===== src/rtl/mutex_buffer_sched_pkg.sv =====
// Shared types and channel indices for the three-channel frame scheduler.
package mutex_buffer_sched_pkg;

  typedef enum logic [1:0] {
    IDLE   = 2'd0,
    LAUNCH = 2'd1,
    ACTIVE = 2'd2
  } state_e;

  localparam int NUM_CH = 3;
  localparam int CH_W   = 0;
  localparam int CH_R0  = 1;
  localparam int CH_R1  = 2;

endpackage


===== src/rtl/mutex_buffer_sched_chan.sv =====
// One scheduler channel: IDLE/LAUNCH/ACTIVE FSM, sof/ack pulses, frame counter.
// Optional per-channel watchdog when MUTEX_BUFFER_SCHED_WATCHDOG_EN is defined.
module mutex_buffer_sched_chan
  import mutex_buffer_sched_pkg::*;
#(
  parameter int C_FRMCNT_WIDTH  = 16,
  parameter int C_TIMEOUT_WIDTH = 24
) (
  input  logic                       clk,
  input  logic                       reset,
  input  logic                       launch_i,
  input  logic                       done_i,
  input  logic [C_TIMEOUT_WIDTH-1:0] cfg_timeout_i,
  input  logic                       err_clr_i,
  output logic                       sof_o,
  output logic                       ack_o,
  output logic                       busy_o,
  output logic                       cmpl_o,
  output logic [C_FRMCNT_WIDTH-1:0]  frm_cnt_o,
  output logic                       wd_err_o
);

  state_e                    state_q, state_d;
  logic                      ack_q;
  logic [C_FRMCNT_WIDTH-1:0] cnt_q, cnt_d;
  logic                      cmpl;
  logic                      wd_fire;

  always_comb begin
    state_d = state_q;
    cnt_d   = cnt_q;
    cmpl    = 1'b0;
    case (state_q)
      IDLE:   if (launch_i) state_d = LAUNCH;
      LAUNCH: state_d = ACTIVE;
      ACTIVE: begin
        // A done on the timeout cycle is a normal completion.
        if (done_i) begin
          state_d = IDLE;
          cnt_d   = cnt_q + C_FRMCNT_WIDTH'(1);
          cmpl    = 1'b1;
        end else if (wd_fire) begin
          state_d = IDLE;
        end
      end
      default: state_d = IDLE;
    endcase
  end

  always_ff @(posedge clk or posedge reset) begin
    if (reset) begin
      state_q <= IDLE;
      ack_q   <= 1'b0;
      cnt_q   <= '0;
    end else begin
      state_q <= state_d;
      ack_q   <= (state_q == LAUNCH);
      cnt_q   <= cnt_d;
    end
  end

  assign sof_o     = (state_q == LAUNCH);
  assign ack_o     = ack_q;
  assign busy_o    = (state_q != IDLE);
  assign cmpl_o    = cmpl;
  assign frm_cnt_o = cnt_q;

`ifdef MUTEX_BUFFER_SCHED_WATCHDOG_EN
  logic [C_TIMEOUT_WIDTH-1:0] wd_cnt_q, wd_cnt_d, wd_inc;
  logic                       wd_err_q, wd_err_d;

  assign wd_inc  = wd_cnt_q + C_TIMEOUT_WIDTH'(1);
  assign wd_fire = (state_q == ACTIVE) && (cfg_timeout_i != '0) && (wd_inc == cfg_timeout_i);

  always_comb begin
    wd_cnt_d = wd_cnt_q;
    wd_err_d = wd_err_q;
    if (state_q == LAUNCH)      wd_cnt_d = '0;
    else if (state_q == ACTIVE) wd_cnt_d = wd_inc;
    if (wd_fire && !done_i) wd_err_d = 1'b1;
    else if (err_clr_i)     wd_err_d = 1'b0;
  end

  always_ff @(posedge clk or posedge reset) begin
    if (reset) begin
      wd_cnt_q <= '0;
      wd_err_q <= 1'b0;
    end else begin
      wd_cnt_q <= wd_cnt_d;
      wd_err_q <= wd_err_d;
    end
  end

  assign wd_err_o = wd_err_q;
`else
  logic unused_wd;
  assign unused_wd = ^{cfg_timeout_i, err_clr_i};
  assign wd_fire   = 1'b0;
  assign wd_err_o  = 1'b0;
`endif

endmodule


===== src/rtl/mutex_buffer_sched.sv =====
// Writer/reader frame scheduler: three independent channels, readers gated on have_frame.
// Watchdog build selected by MUTEX_BUFFER_SCHED_WATCHDOG_EN.
module mutex_buffer_sched
  import mutex_buffer_sched_pkg::*;
#(
  parameter int C_FRMCNT_WIDTH  = 16,
  parameter int C_TIMEOUT_WIDTH = 24
) (
  input  logic                       clk,
  input  logic                       reset,
  input  logic                       soft_en,
  input  logic                       w_req,
  input  logic                       r0_req,
  input  logic                       r1_req,
  input  logic                       w_done,
  input  logic                       r0_done,
  input  logic                       r1_done,
  output logic                       w_sof,
  output logic                       r0_sof,
  output logic                       r1_sof,
  output logic                       w_ack,
  output logic                       r0_ack,
  output logic                       r1_ack,
  output logic                       w_busy,
  output logic                       r0_busy,
  output logic                       r1_busy,
  output logic                       have_frame,
  output logic [C_FRMCNT_WIDTH-1:0]  w_frm_cnt,
  output logic [C_FRMCNT_WIDTH-1:0]  r0_frm_cnt,
  output logic [C_FRMCNT_WIDTH-1:0]  r1_frm_cnt,
  input  logic [C_TIMEOUT_WIDTH-1:0] cfg_timeout,
  input  logic                       err_clr,
  output logic [2:0]                 wd_err
);

  logic [NUM_CH-1:0]         req, done, elig, sof, ack, busy, cmpl;
  logic [C_FRMCNT_WIDTH-1:0] frm_cnt [NUM_CH];
  logic                      have_frame_q, have_frame_d;

  assign req[CH_W]   = w_req;
  assign req[CH_R0]  = r0_req;
  assign req[CH_R1]  = r1_req;
  assign done[CH_W]  = w_done;
  assign done[CH_R0] = r0_done;
  assign done[CH_R1] = r1_done;

  // Readers only see a registered have_frame, so they trail the first w_done by a cycle.
  assign elig[CH_W]  = 1'b1;
  assign elig[CH_R0] = have_frame_q;
  assign elig[CH_R1] = have_frame_q;

  for (genvar c = 0; c < NUM_CH; c++) begin : g_ch
    mutex_buffer_sched_chan #(
      .C_FRMCNT_WIDTH (C_FRMCNT_WIDTH),
      .C_TIMEOUT_WIDTH(C_TIMEOUT_WIDTH)
    ) u_chan (
      .clk          (clk),
      .reset        (reset),
      .launch_i     (req[c] & soft_en & elig[c]),
      .done_i       (done[c]),
      .cfg_timeout_i(cfg_timeout),
      .err_clr_i    (err_clr),
      .sof_o        (sof[c]),
      .ack_o        (ack[c]),
      .busy_o       (busy[c]),
      .cmpl_o       (cmpl[c]),
      .frm_cnt_o    (frm_cnt[c]),
      .wd_err_o     (wd_err[c])
    );
  end

  assign have_frame_d = have_frame_q | cmpl[CH_W];

  always_ff @(posedge clk or posedge reset) begin
    if (reset) have_frame_q <= 1'b0;
    else       have_frame_q <= have_frame_d;
  end

  assign have_frame = have_frame_q;
  assign w_sof      = sof[CH_W];
  assign r0_sof     = sof[CH_R0];
  assign r1_sof     = sof[CH_R1];
  assign w_ack      = ack[CH_W];
  assign r0_ack     = ack[CH_R0];
  assign r1_ack     = ack[CH_R1];
  assign w_busy     = busy[CH_W];
  assign r0_busy    = busy[CH_R0];
  assign r1_busy    = busy[CH_R1];
  assign w_frm_cnt  = frm_cnt[CH_W];
  assign r0_frm_cnt = frm_cnt[CH_R0];
  assign r1_frm_cnt = frm_cnt[CH_R1];

endmodule


===== config.mk =====
export PLATFORM = sky130hd
export DESIGN_NAME = mutex_buffer_sched
export DESIGN_NICKNAME = d
export VERILOG_FILES = /design/src/rtl/mutex_buffer_sched_pkg.sv /design/src/rtl/mutex_buffer_sched_chan.sv /design/src/rtl/mutex_buffer_sched.sv
export SDC_FILE = /design/constraint.sdc
export NUM_CORES = 1
export LEC_CHECK = 0
export CORE_MARGIN = 5
export CORE_UTILIZATION = 44
export DETAILED_ROUTE_END_ITERATION = 12
export GPL_ROUTABILITY_DRIVEN = 1
export PLACE_DENSITY_LB_ADDON = 0.08
export SLEW_MARGIN = 10
export SYNTH_ARGS = -nofsm -noshare
export SYNTH_HDL_FRONTEND = slang
export SYNTH_SLANG_ARGS = --single-unit

===== constraint.sdc =====
create_clock -name clk -period 2.5 [get_ports clk]
set_input_delay 0.5 -clock clk [delete_from_list [all_inputs] [get_ports clk]]
set_output_delay 0.5 -clock clk [all_outputs]
set_load 0.02 [all_outputs]

==> metrics.txt <==
outcome=completed; drt total wl=4861 um; clk_lat worst skew=0.33 ns; # rows=27; Required @ worst endpoint=2.00 ns; WL/cell=13.39 um; Logic pwr share=24.7%; Psw=827.2 uW; Layout fillers=475; Die Ht=86.00 um; Root Buffer=clkbuf_8; Sw Share=31.07%; initial antenna violation count=0; Layout Nets=323; Die Wd=86.00 um; cell-internal power=1836 uW; number of global-route vias before repair=1,765; Critical Path End Type=output port; critical-path maximum fanout=5; pin count of the biggest net entering global routing=59; postcts setup bufs=0; P_leak=0.001602 uW; area leader, netlist=dfrtp_1; final setup fails=0; # clock sinks=58; Reg clk slew, reported paths=0.06 ns; sequential area share after synthesis=57.11%; critical path class=register to output port; Post-Syn Area=2541 um^2; via count=1,754; final core utilization=62.00%; DRT antenna net count=0; Post-synth EDFFs=0; Warnings, synthesis=0; cell count after synthesis=213; Synth top area share=57.11%; endpoints failing hold=0; Top-Level Pins=95; I/O Buffers=66; MaxCap Viol Count=0; Area after DPL=3272 um^2; grt ovf=0; CTS hold repair buffers=0; f_max=0.4694 GHz; peak supply drop=0.5717 mV; Overall Global Routing Usage=14.59%; Die Area=7395 um^2; Synth area leaders=dfrtp_1 (57%), xnor2_1 (11%), xor2_1 (3.8%); #FFs+latches synth=58; pwr/cell area=770.5 nW/um^2; GP Congestion=0.7595; RSZ-0062 raised after global routing=false; post-synthesis async set-or-reset flop share=100.0%; Clk pwr share=30.5%; CTS max path bufs=2; Netlist cell types=34; Final HPWL DP=3526 um; Vias/cell=4.832; drt initial violations=41; CTS H-tree depth=3; DRC=0; PostCTS Resize Cnt=0; TritonCTS clock tree=done; CTS buffer count=9; Startpoint Class=register; dpl cells=347; layout cell share with drive strength beyond 1=11.00%; Final Skew=0.006748 ns; Final Instance Area=3456 um^2; ANT cells=0; Top FF cell, synth=dfrtp_1; Final Instance Count excl. Fillers=363; Syn Area/Cell=11.93 um^2; drt pass-1 iters=4; CP Data Arrival Time=1.63 ns; min Tclk post-route=2.130 ns; TNS Setup=0 ns; hold crit path type=register to register; sequential share of power=44.7%; period utilization=85.22%; Pins Over Slew Limit=0; first-pass GRT wire length=8528 um; Initial Utilization=45.59%; Layout area overhead=35.99%; core box area=5574 um^2
## stage by stage
step | setup WS (ns) | power (uW) | hold slack, ns
2_1_floorplan | 0.5720 | 1555 | 0.4801
3_3_place_gp | 0.3888 | 1869 | 0.4613
3_5_place_dp | 0.3860 | 1873 | 0.4669
4_1_cts | 0.3529 | 2696 | 0.4758
5_1_grt | 0.2657 | 2820 | 0.4990
6_report | 0.3696 | 2663 | 0.4655
## kinds of logic (layout without fill, tap and decap cells)
logic type	after synthesis	in the layout	synth area share, %
AO/OA/AOI/OAI	1	1	0.2955
XOR/XNOR	45	45	15.81
adder cells (fa/ha/maj)	3	3	1.477
buffers and inverters	15	91	3.053
flip-flops	58	58	57.11
multiplexers	3	3	1.329
other	1	3	0.1476
AND/OR/NAND/NOR	87	87	20.78
## critical path, cell delays in order (launching register included)
cell	delay, ns
dfrtp_1	0.42
nor2b_1	0.23
clkdlybuf4s50_1	0.65
## area by class of cell
type,count,area [um^2],share of cell area [%]
Timing Repair Buffer,67,680.7,19.70
Inverter,8,30.03,0.8689
Clock buffer,9,123.9,3.584
Multi-Input combinational cell,142,1020,29.51
Tap cell,72,90.09,2.607
Clock inverter,7,60.06,1.738
Sequential cell,58,1451,42.00
## cell usage after synthesis (3+ instances only)
cell / number
nor3_1: 5
nand2_1: 15
mux2_2: 3
or2_2: 5
nand3_1: 16
ha_1: 3
inv_1: 8
buf_4: 3
nor2_1: 9
xnor2_1: 33
and4_1: 4
xor2_1: 11
nand4_1: 7
and3_1: 9
dfrtp_1: 58
## metal layers
layer / GRT usage, % / vias up / share of wire (%)
met1: 19.20 / 845 / 47
met2: 21.30 / 47 / 44
li1: - / 853 / -
met5: 0 / - / 0
met4: 6.475 / 0 / 1.3
met3: 5.572 / 9 / 7.9
## power by group through the flow
stage | Sequential [uW] | Combinational, uW | Clock, uW
after global routing | 1220 | 713 | 889
after detailed placement | 1210 | 665 | 0
after CTS | 1190 | 669 | 833
after floorplan | 1310 | 247 | 0
after global placement | 1210 | 663 | 0
final | 1190 | 659 | 813
## sequential cells by signal (all words and copies together) (netlist names)
signal                 count
g_ch.u_chan.frm_cnt_o     48
g_ch.u_chan.state_q        6
g_ch.u_chan.ack_o          3
have_frame                 1
## path summary, 6_finish.rpt
kind	endpoint	cells past startpoint	from	slack, ns
worst max-delay path	r1_sof	2	g_ch[2].u_chan.state_q[1]	0.37
worst min-delay path	g_ch[1].u_chan.frm_cnt_o[15]	1	g_ch[1].u_chan.frm_cnt_o[15]	0.47
min in group asynchronous	g_ch[1].u_chan.state_q[0]	3	reset	0.56
worst max register to register	g_ch[2].u_chan.frm_cnt_o[15]	4	g_ch[2].u_chan.state_q[0]	0.94
max in group asynchronous	g_ch[0].u_chan.frm_cnt_o[6]	3	reset	1.69
worst min register to register	g_ch[1].u_chan.frm_cnt_o[15]	1	g_ch[1].u_chan.frm_cnt_o[15]	0.47
## cells in the final DEF, fill, tap and decap left out, types with 3 or more instances in the layout
master,netlist,final
clkdlybuf4s50_1,0,66
dfrtp_1,58,58
xnor2_1,33,33
nand3_1,16,16
nand2_1,15,15
xor2_1,11,11
and3_1,9,9
nor2_1,9,9
clkbuf_8,0,9
nand4_1,7,7
inv_1,8,7
clkinv_2,0,6
nor3_1,5,5
or2_2,5,5
and4_1,4,4
mux2_2,3,3
ha_1,3,3
conb_1,1,3
Power figures use the tool's default switching activity.
